[config.mk]
export PLATFORM = sky130hd
export DESIGN_NAME = pipe_ctrl
export DESIGN_NICKNAME = d
export VERILOG_FILES = /design/src/rtl/pipe_ctrl.sv
export SDC_FILE = /design/constraint.sdc
export NUM_CORES = 1
export LEC_CHECK = 0
export BUFFER_PORTS_ARGS = -buffer_cell sky130_fd_sc_hd__buf_2
export CAP_MARGIN = 20
export CORE_ASPECT_RATIO = 0.7
export CORE_MARGIN = 1.5
export CORE_UTILIZATION = 40
export DETAILED_ROUTE_END_ITERATION = 7
export GPL_TIMING_DRIVEN = 0
export PLACE_DENSITY = 0.93
export SLEW_MARGIN = 20
export SYNTH_ARGS = -nofsm -noshare
export SYNTH_HDL_FRONTEND = slang
export SYNTH_SLANG_ARGS = --single-unit
[constraint.sdc]
create_clock -name clk -period 2.75 [get_ports clk]
set_input_delay 0.1375 -clock clk [delete_from_list [all_inputs] [get_ports clk]]
set_output_delay 0.1375 -clock clk [all_outputs]
set_load 0.02 [all_outputs]
[src/rtl/pipe_ctrl.sv]
// rtl/pipe_ctrl.sv - pipeline stall/flush controller with debug drain/halt FSM
// Optional performance counters enabled by defining PIPE_CTRL_PERF_EN.
module pipe_ctrl (
   input  logic        clk,
   input  logic        rst,
   input  logic        imem_busy,
   input  logic        dmem_busy,
   input  logic        ex_redirect,
   input  logic        ex_mem_read,
   input  logic [4:0]  ex_rd,
   input  logic [4:0]  id_rs1,
   input  logic [4:0]  id_rs2,
   input  logic        id_use_rs1,
   input  logic        id_use_rs2,
   input  logic        switch_req,
   output logic        pc_stall,
   output logic        ifid_stall,
   output logic        ifid_flush,
   output logic        idex_stall,
   output logic        idex_flush,
   output logic        exmem_stall,
   output logic        memwb_flush,
   output logic        switch_mode,
   output logic        redirect_pending,
   output logic [31:0] stall_cycles,
   output logic [31:0] flush_events
);

   typedef enum logic [1:0] {RUN, DRAIN, HALT} state_t;

   state_t     r_fsm;
   logic [2:0] r_drain_cnt;
   logic       r_redirect_pending;

   logic w_load_use;
   logic w_redirect_flush;
   logic w_pc_stall, w_ifid_stall, w_ifid_flush, w_idex_stall, w_idex_flush;
   logic w_exmem_stall, w_memwb_flush, w_switch_mode;

   assign w_load_use = ex_mem_read && (ex_rd != 5'd0) &&
                       ((id_use_rs1 && (id_rs1 == ex_rd)) ||
                        (id_use_rs2 && (id_rs2 == ex_rd)));

   assign w_redirect_flush = (r_fsm == RUN) && !dmem_busy && ex_redirect;

   always_comb begin
      w_pc_stall    = 1'b0;
      w_ifid_stall  = 1'b0;
      w_ifid_flush  = 1'b0;
      w_idex_stall  = 1'b0;
      w_idex_flush  = 1'b0;
      w_exmem_stall = 1'b0;
      w_memwb_flush = 1'b0;
      w_switch_mode = 1'b0;
      case (r_fsm)
         RUN: begin
            if (dmem_busy) begin
               w_pc_stall    = 1'b1;
               w_ifid_stall  = 1'b1;
               w_idex_stall  = 1'b1;
               w_exmem_stall = 1'b1;
               w_memwb_flush = 1'b1;
            end else if (ex_redirect) begin
               w_ifid_flush = 1'b1;
               w_idex_flush = 1'b1;
            end else if (w_load_use) begin
               w_pc_stall   = 1'b1;
               w_ifid_stall = 1'b1;
               w_idex_flush = 1'b1;
            end else if (imem_busy) begin
               w_pc_stall   = 1'b1;
               w_ifid_flush = 1'b1;
            end
            // Late fetch from the wrong path lands now: discard it
            if (!dmem_busy && r_redirect_pending && !imem_busy)
               w_ifid_flush = 1'b1;
         end
         DRAIN: begin
            w_pc_stall   = 1'b1;
            w_ifid_flush = 1'b1;
            if (dmem_busy) begin
               w_ifid_stall  = 1'b1;
               w_idex_stall  = 1'b1;
               w_exmem_stall = 1'b1;
               w_memwb_flush = 1'b1;
            end
         end
         HALT: begin
            w_pc_stall    = 1'b1;
            w_switch_mode = 1'b1;
         end
         default: begin
         end
      endcase
   end

   always_ff @(posedge clk) begin
      if (rst) begin
         r_fsm              <= RUN;
         r_drain_cnt        <= 3'd0;
         r_redirect_pending <= 1'b0;
      end else begin
         if (w_redirect_flush && imem_busy)
            r_redirect_pending <= 1'b1;
         else if (r_redirect_pending && !imem_busy && w_ifid_flush)
            r_redirect_pending <= 1'b0;

         case (r_fsm)
            RUN: if (switch_req && !dmem_busy) begin
               r_fsm       <= DRAIN;
               r_drain_cnt <= 3'd3;
            end
            DRAIN: if (!dmem_busy) begin
               if (r_drain_cnt == 3'd0) r_fsm       <= HALT;
               else                     r_drain_cnt <= r_drain_cnt - 3'd1;
            end
            HALT: if (!switch_req) r_fsm <= RUN;
            default: r_fsm <= RUN;
         endcase
      end
   end

   assign pc_stall         = w_pc_stall         & ~rst;
   assign ifid_stall       = w_ifid_stall       & ~rst;
   assign ifid_flush       = w_ifid_flush       & ~rst;
   assign idex_stall       = w_idex_stall       & ~rst;
   assign idex_flush       = w_idex_flush       & ~rst;
   assign exmem_stall      = w_exmem_stall      & ~rst;
   assign memwb_flush      = w_memwb_flush      & ~rst;
   assign switch_mode      = w_switch_mode      & ~rst;
   assign redirect_pending = r_redirect_pending & ~rst;

`ifdef PIPE_CTRL_PERF_EN
   logic [31:0] r_stall_cycles;
   logic [31:0] r_flush_events;

   always_ff @(posedge clk) begin
      if (rst) begin
         r_stall_cycles <= 32'd0;
         r_flush_events <= 32'd0;
      end else begin
         if (w_pc_stall && (r_fsm != HALT)) r_stall_cycles <= r_stall_cycles + 32'd1;
         if (w_redirect_flush)              r_flush_events <= r_flush_events + 32'd1;
      end
   end

   assign stall_cycles = rst ? 32'd0 : r_stall_cycles;
   assign flush_events = rst ? 32'd0 : r_flush_events;
`else
   assign stall_cycles = 32'd0;
   assign flush_events = 32'd0;
`endif

endmodule

==> out/results.tsv <==
stage	metric	value	unit
floorplanning	die-height	48.75	um
critical_path	critical_path.max_fanout	10	
clocking	tritoncts	yes	
timing	unrepaired_setup_endpoints_after_global_routing	false	
clocking	clock_insertion_delay_worst_skew	0.22	ns
layout	post_route_cells_drive_above_1_share	43.78	%
layout	antennaDiodeCount	0	
critical_path	setup.worst_path.class	reg2out	
global_routing	grt_util_all_layers	13.70	%
power_and_ir_drop	finalPower	860.0	uW
synthesis	synth.distinct_cells	42	
layout	final_nets	281	
power_and_ir_drop	total_leakage_power	1.008	nW
synthesis	ys.warnings.count	0	
critical_path	cp-start-kind	flop	
layout	filler_cell_count	276	
power_and_ir_drop	power.density_cell_area	512.2	mW/mm2
clocking	post_cts.repair.setup_buffers	0	
synthesis	synth_top_area_share	42.68	%
layout	area.sequential	120.1	um2
place	gp_congestion	0.7640	
timing	totalNegativeSetupSlack	0	ns
clocking	tritoncts.num_buffers	3	
layout	area_delta_synth_final	40.38	%
clocking	htree_num_levels	1	
synthesis	synthesis.instances	151	
synthesis	yosysSeqAreaShare	10.04	%
clocking	post_cts_hold_buffer_count	0	
clocking	cts.clk_slew.worst_paths	0.04	ns
synthesis	postSynthRegisterBits	6	
global_routing	largest_net_degree_at_the_start_of_global_routing	11	
floorplanning	core_area	0.002823	mm2
floorplanning	die_x	68.36	um
floorplanning	floorplan.initialDensity	42.38	%
synthesis	synth_top_cells_by_area	sky130_fd_sc_hd__buf_4 43%, sky130_fd_sc_hd__dfxtp_1 10%, sky130_fd_sc_hd__ha_1 6.3%	
critical_path	cp_slowest_stage_delay	0.39	ns
clocking	cts_buffer_depth	2	
floorplanning	design.die.area	0.003333	mm2
synthesis	mappedNetlistArea	0.001196	mm2
global_routing	global_route.overflow_total	0	
status	status	complete, no violations	
synthesis	synthArstFlopShare	0	%
timing	timing.final.max_slew_violations	0	
timing	clock.fmax	498.5	MHz
route	via_count	1085	
route	wirelength	2485	um
min_path	hp-class	in2reg	
route	dr_iter_0_viols	15	
route	routed_via_density	3.807	
timing	final_period_utilization	72.95	%
flow_run	maxCapViolations	0	
layout	final_area	0.001679	mm2
synthesis	synth_edf_count	0	
floorplanning	std_cell_rows	16	
route	ant_nets	0	
timing	finalCriticalPeriod	2.006	ns
synthesis	yosys_most_used_dff	sky130_fd_sc_hd__dfxtp_1	
global_routing	grt_pass1_wl	3588	um
route	drc	0	
clocking	cts_resized	0	
critical_path	cp_data_arrival_time	1.87	ns
clocking	clock-root-buffer	sky130_fd_sc_hd__clkbuf_8	
synthesis	syn_avg_cell_area	7.922	um2
critical_path	timing.critical_path.to_type	output port	
critical_path	worst-endpoint-required	2.61	ns
floorplanning	io_pins	97	
place	dpl.hpwl	2184	um
timing	report.final.hold_viol_count	0	
critical_path	path_cells	inv_1 -> ha_1 -> buf_4 -> nor2b_2 -> o21ai_0 -> nand2_1 -> o221a_1 -> buf_2	
timing	final_setup_violating_endpoints	0	
timing	worst_clock_skew	0.003723	ns
critical_path	ff2ff_setup_slack	0.91	ns
route	route.detailed.wl_per_inst	8.719	um
global_routing	grt_antenna_before_repair	0	
power_and_ir_drop	peak_vdd_ir	0.0003890	V
layout	multiInputGateArea	772.0	um2
clocking	numClockSinks	6	
synthesis	netlist.top_cell.by_area	sky130_fd_sc_hd__buf_4	
place	postPlaceCellArea	0.001638	mm2
critical_path	critical-path-slowest-cell	sky130_fd_sc_hd__dfxtp_1	
route	firstDrtPassIters	4	
place	port_buffers	32	
global_routing	via_count_of_the_first_global_routing_pass	872	
==> power breakdown <==
group / internal, mW / switching (mW) / total, mW
clock network: 0.0940 / 0.0376 / 0.132
registers: 0.113 / 0.0215 / 0.134
logic: 0.253 / 0.341 / 0.594
total: 0.460 / 0.400 / 0.860
==> through the flow <==
step / utilization [%] / worst slack, ns / hold WS [ns] / std cells
2_1_floorplan: - / 1.142 / 0.2735 / 214
3_3_place_gp: 58.02 / 1.043 / 0.4288 / 282
3_5_place_dp: 58.02 / 0.9545 / 0.4327 / 282
4_1_cts: 59.49 / 0.7421 / 0.2047 / 285
5_1_grt: 59.49 / 0.6271 / 0.2085 / 285
6_report: 59.49 / 0.7440 / 0.2027 / 285
==> Yosys cell counts (all sizes together) (2+ instances only) <==
master,number
mux2i,2
a211oi,2
buf,68
a21oi,4
nand2b,5
nor2b,4
nand2,2
nor2,5
o21ai,3
inv,7
xnor2,2
and2,2
xor2,8
nand3,3
a311oi,2
dfxtp,6
nor4,2
ha,6
==> logic make-up after synthesis <==
family                     synth area share (%)
muxes                                     1.674
DFF                                       10.04
other                                    0.3135
AOI/OAI and AO/OA                         15.38
xor gates and xnor gates                  7.323
buffers and inverters                     45.19
adders and majority gates                 6.276
and+or+nand+nor                           13.81
==> layout by cell type, fill, tap and decap left out, types with 3 or more instances in the layout <==
cell / synthesis / layout
sky130_fd_sc_hd__nor2b_1: 3 / 3
sky130_fd_sc_hd__nand2b_1: 5 / 5
sky130_fd_sc_hd__buf_2: 0 / 32
sky130_fd_sc_hd__dfxtp_1: 6 / 6
sky130_fd_sc_hd__inv_1: 7 / 7
sky130_fd_sc_hd__conb_1: 1 / 64
sky130_fd_sc_hd__xor2_1: 8 / 8
sky130_fd_sc_hd__clkbuf_8: 0 / 3
sky130_fd_sc_hd__ha_1: 6 / 6
sky130_fd_sc_hd__buf_4: 68 / 68
sky130_fd_sc_hd__nor2_1: 5 / 5
sky130_fd_sc_hd__a21oi_1: 4 / 4
==> path summary, 6_finish.rpt <==
check,from,cells past startpoint,endpoint
max,r_fsm[0],8,ifid_flush
min,ex_redirect,3,r_redirect_pending
max reg2reg,r_fsm[0],7,r_drain_cnt[1]
min reg2reg,r_redirect_pending,2,r_redirect_pending
==> layout make-up <==
cell class	count	area share, %
multi-input cells	132	45.98
plain buffers	69	30.63
repair buffers	32	9.538
flip-flops and latches	6	7.153
well taps	36	2.683
clock buffers	3	2.459
inverters	7	1.565
==> critical path, delay by kind of cell (launching register included) <==
family                     cells  cell delay (ns)
AOI/OAI and AO/OA              2             0.39
and+or+nand+nor                2             0.27
adders and majority gates      1             0.20
DFF                            1             0.39
buffers and inverters          3             0.40
==> sequential cells by signal, summed over array words and instances, names as in the netlist <==
register and flops:
r_drain_cnt 3, r_fsm 2, r_redirect_pending 1
==> layer usage <==
| layer | vias up | GRT usage, % | share of wire, % |
|---|---|---|---|
| li1 | 570 | - | - |
| met1 | 464 | 14.61 | 38 |
| met2 | 45 | 26.38 | 53 |
| met3 | 6 | 3.488 | 7.7 |
| met4 | 0 | 2.667 | 1.6 |
| met5 | - | 0 | 0 |
No activity file was read; power rests on OpenSTA's default activity.
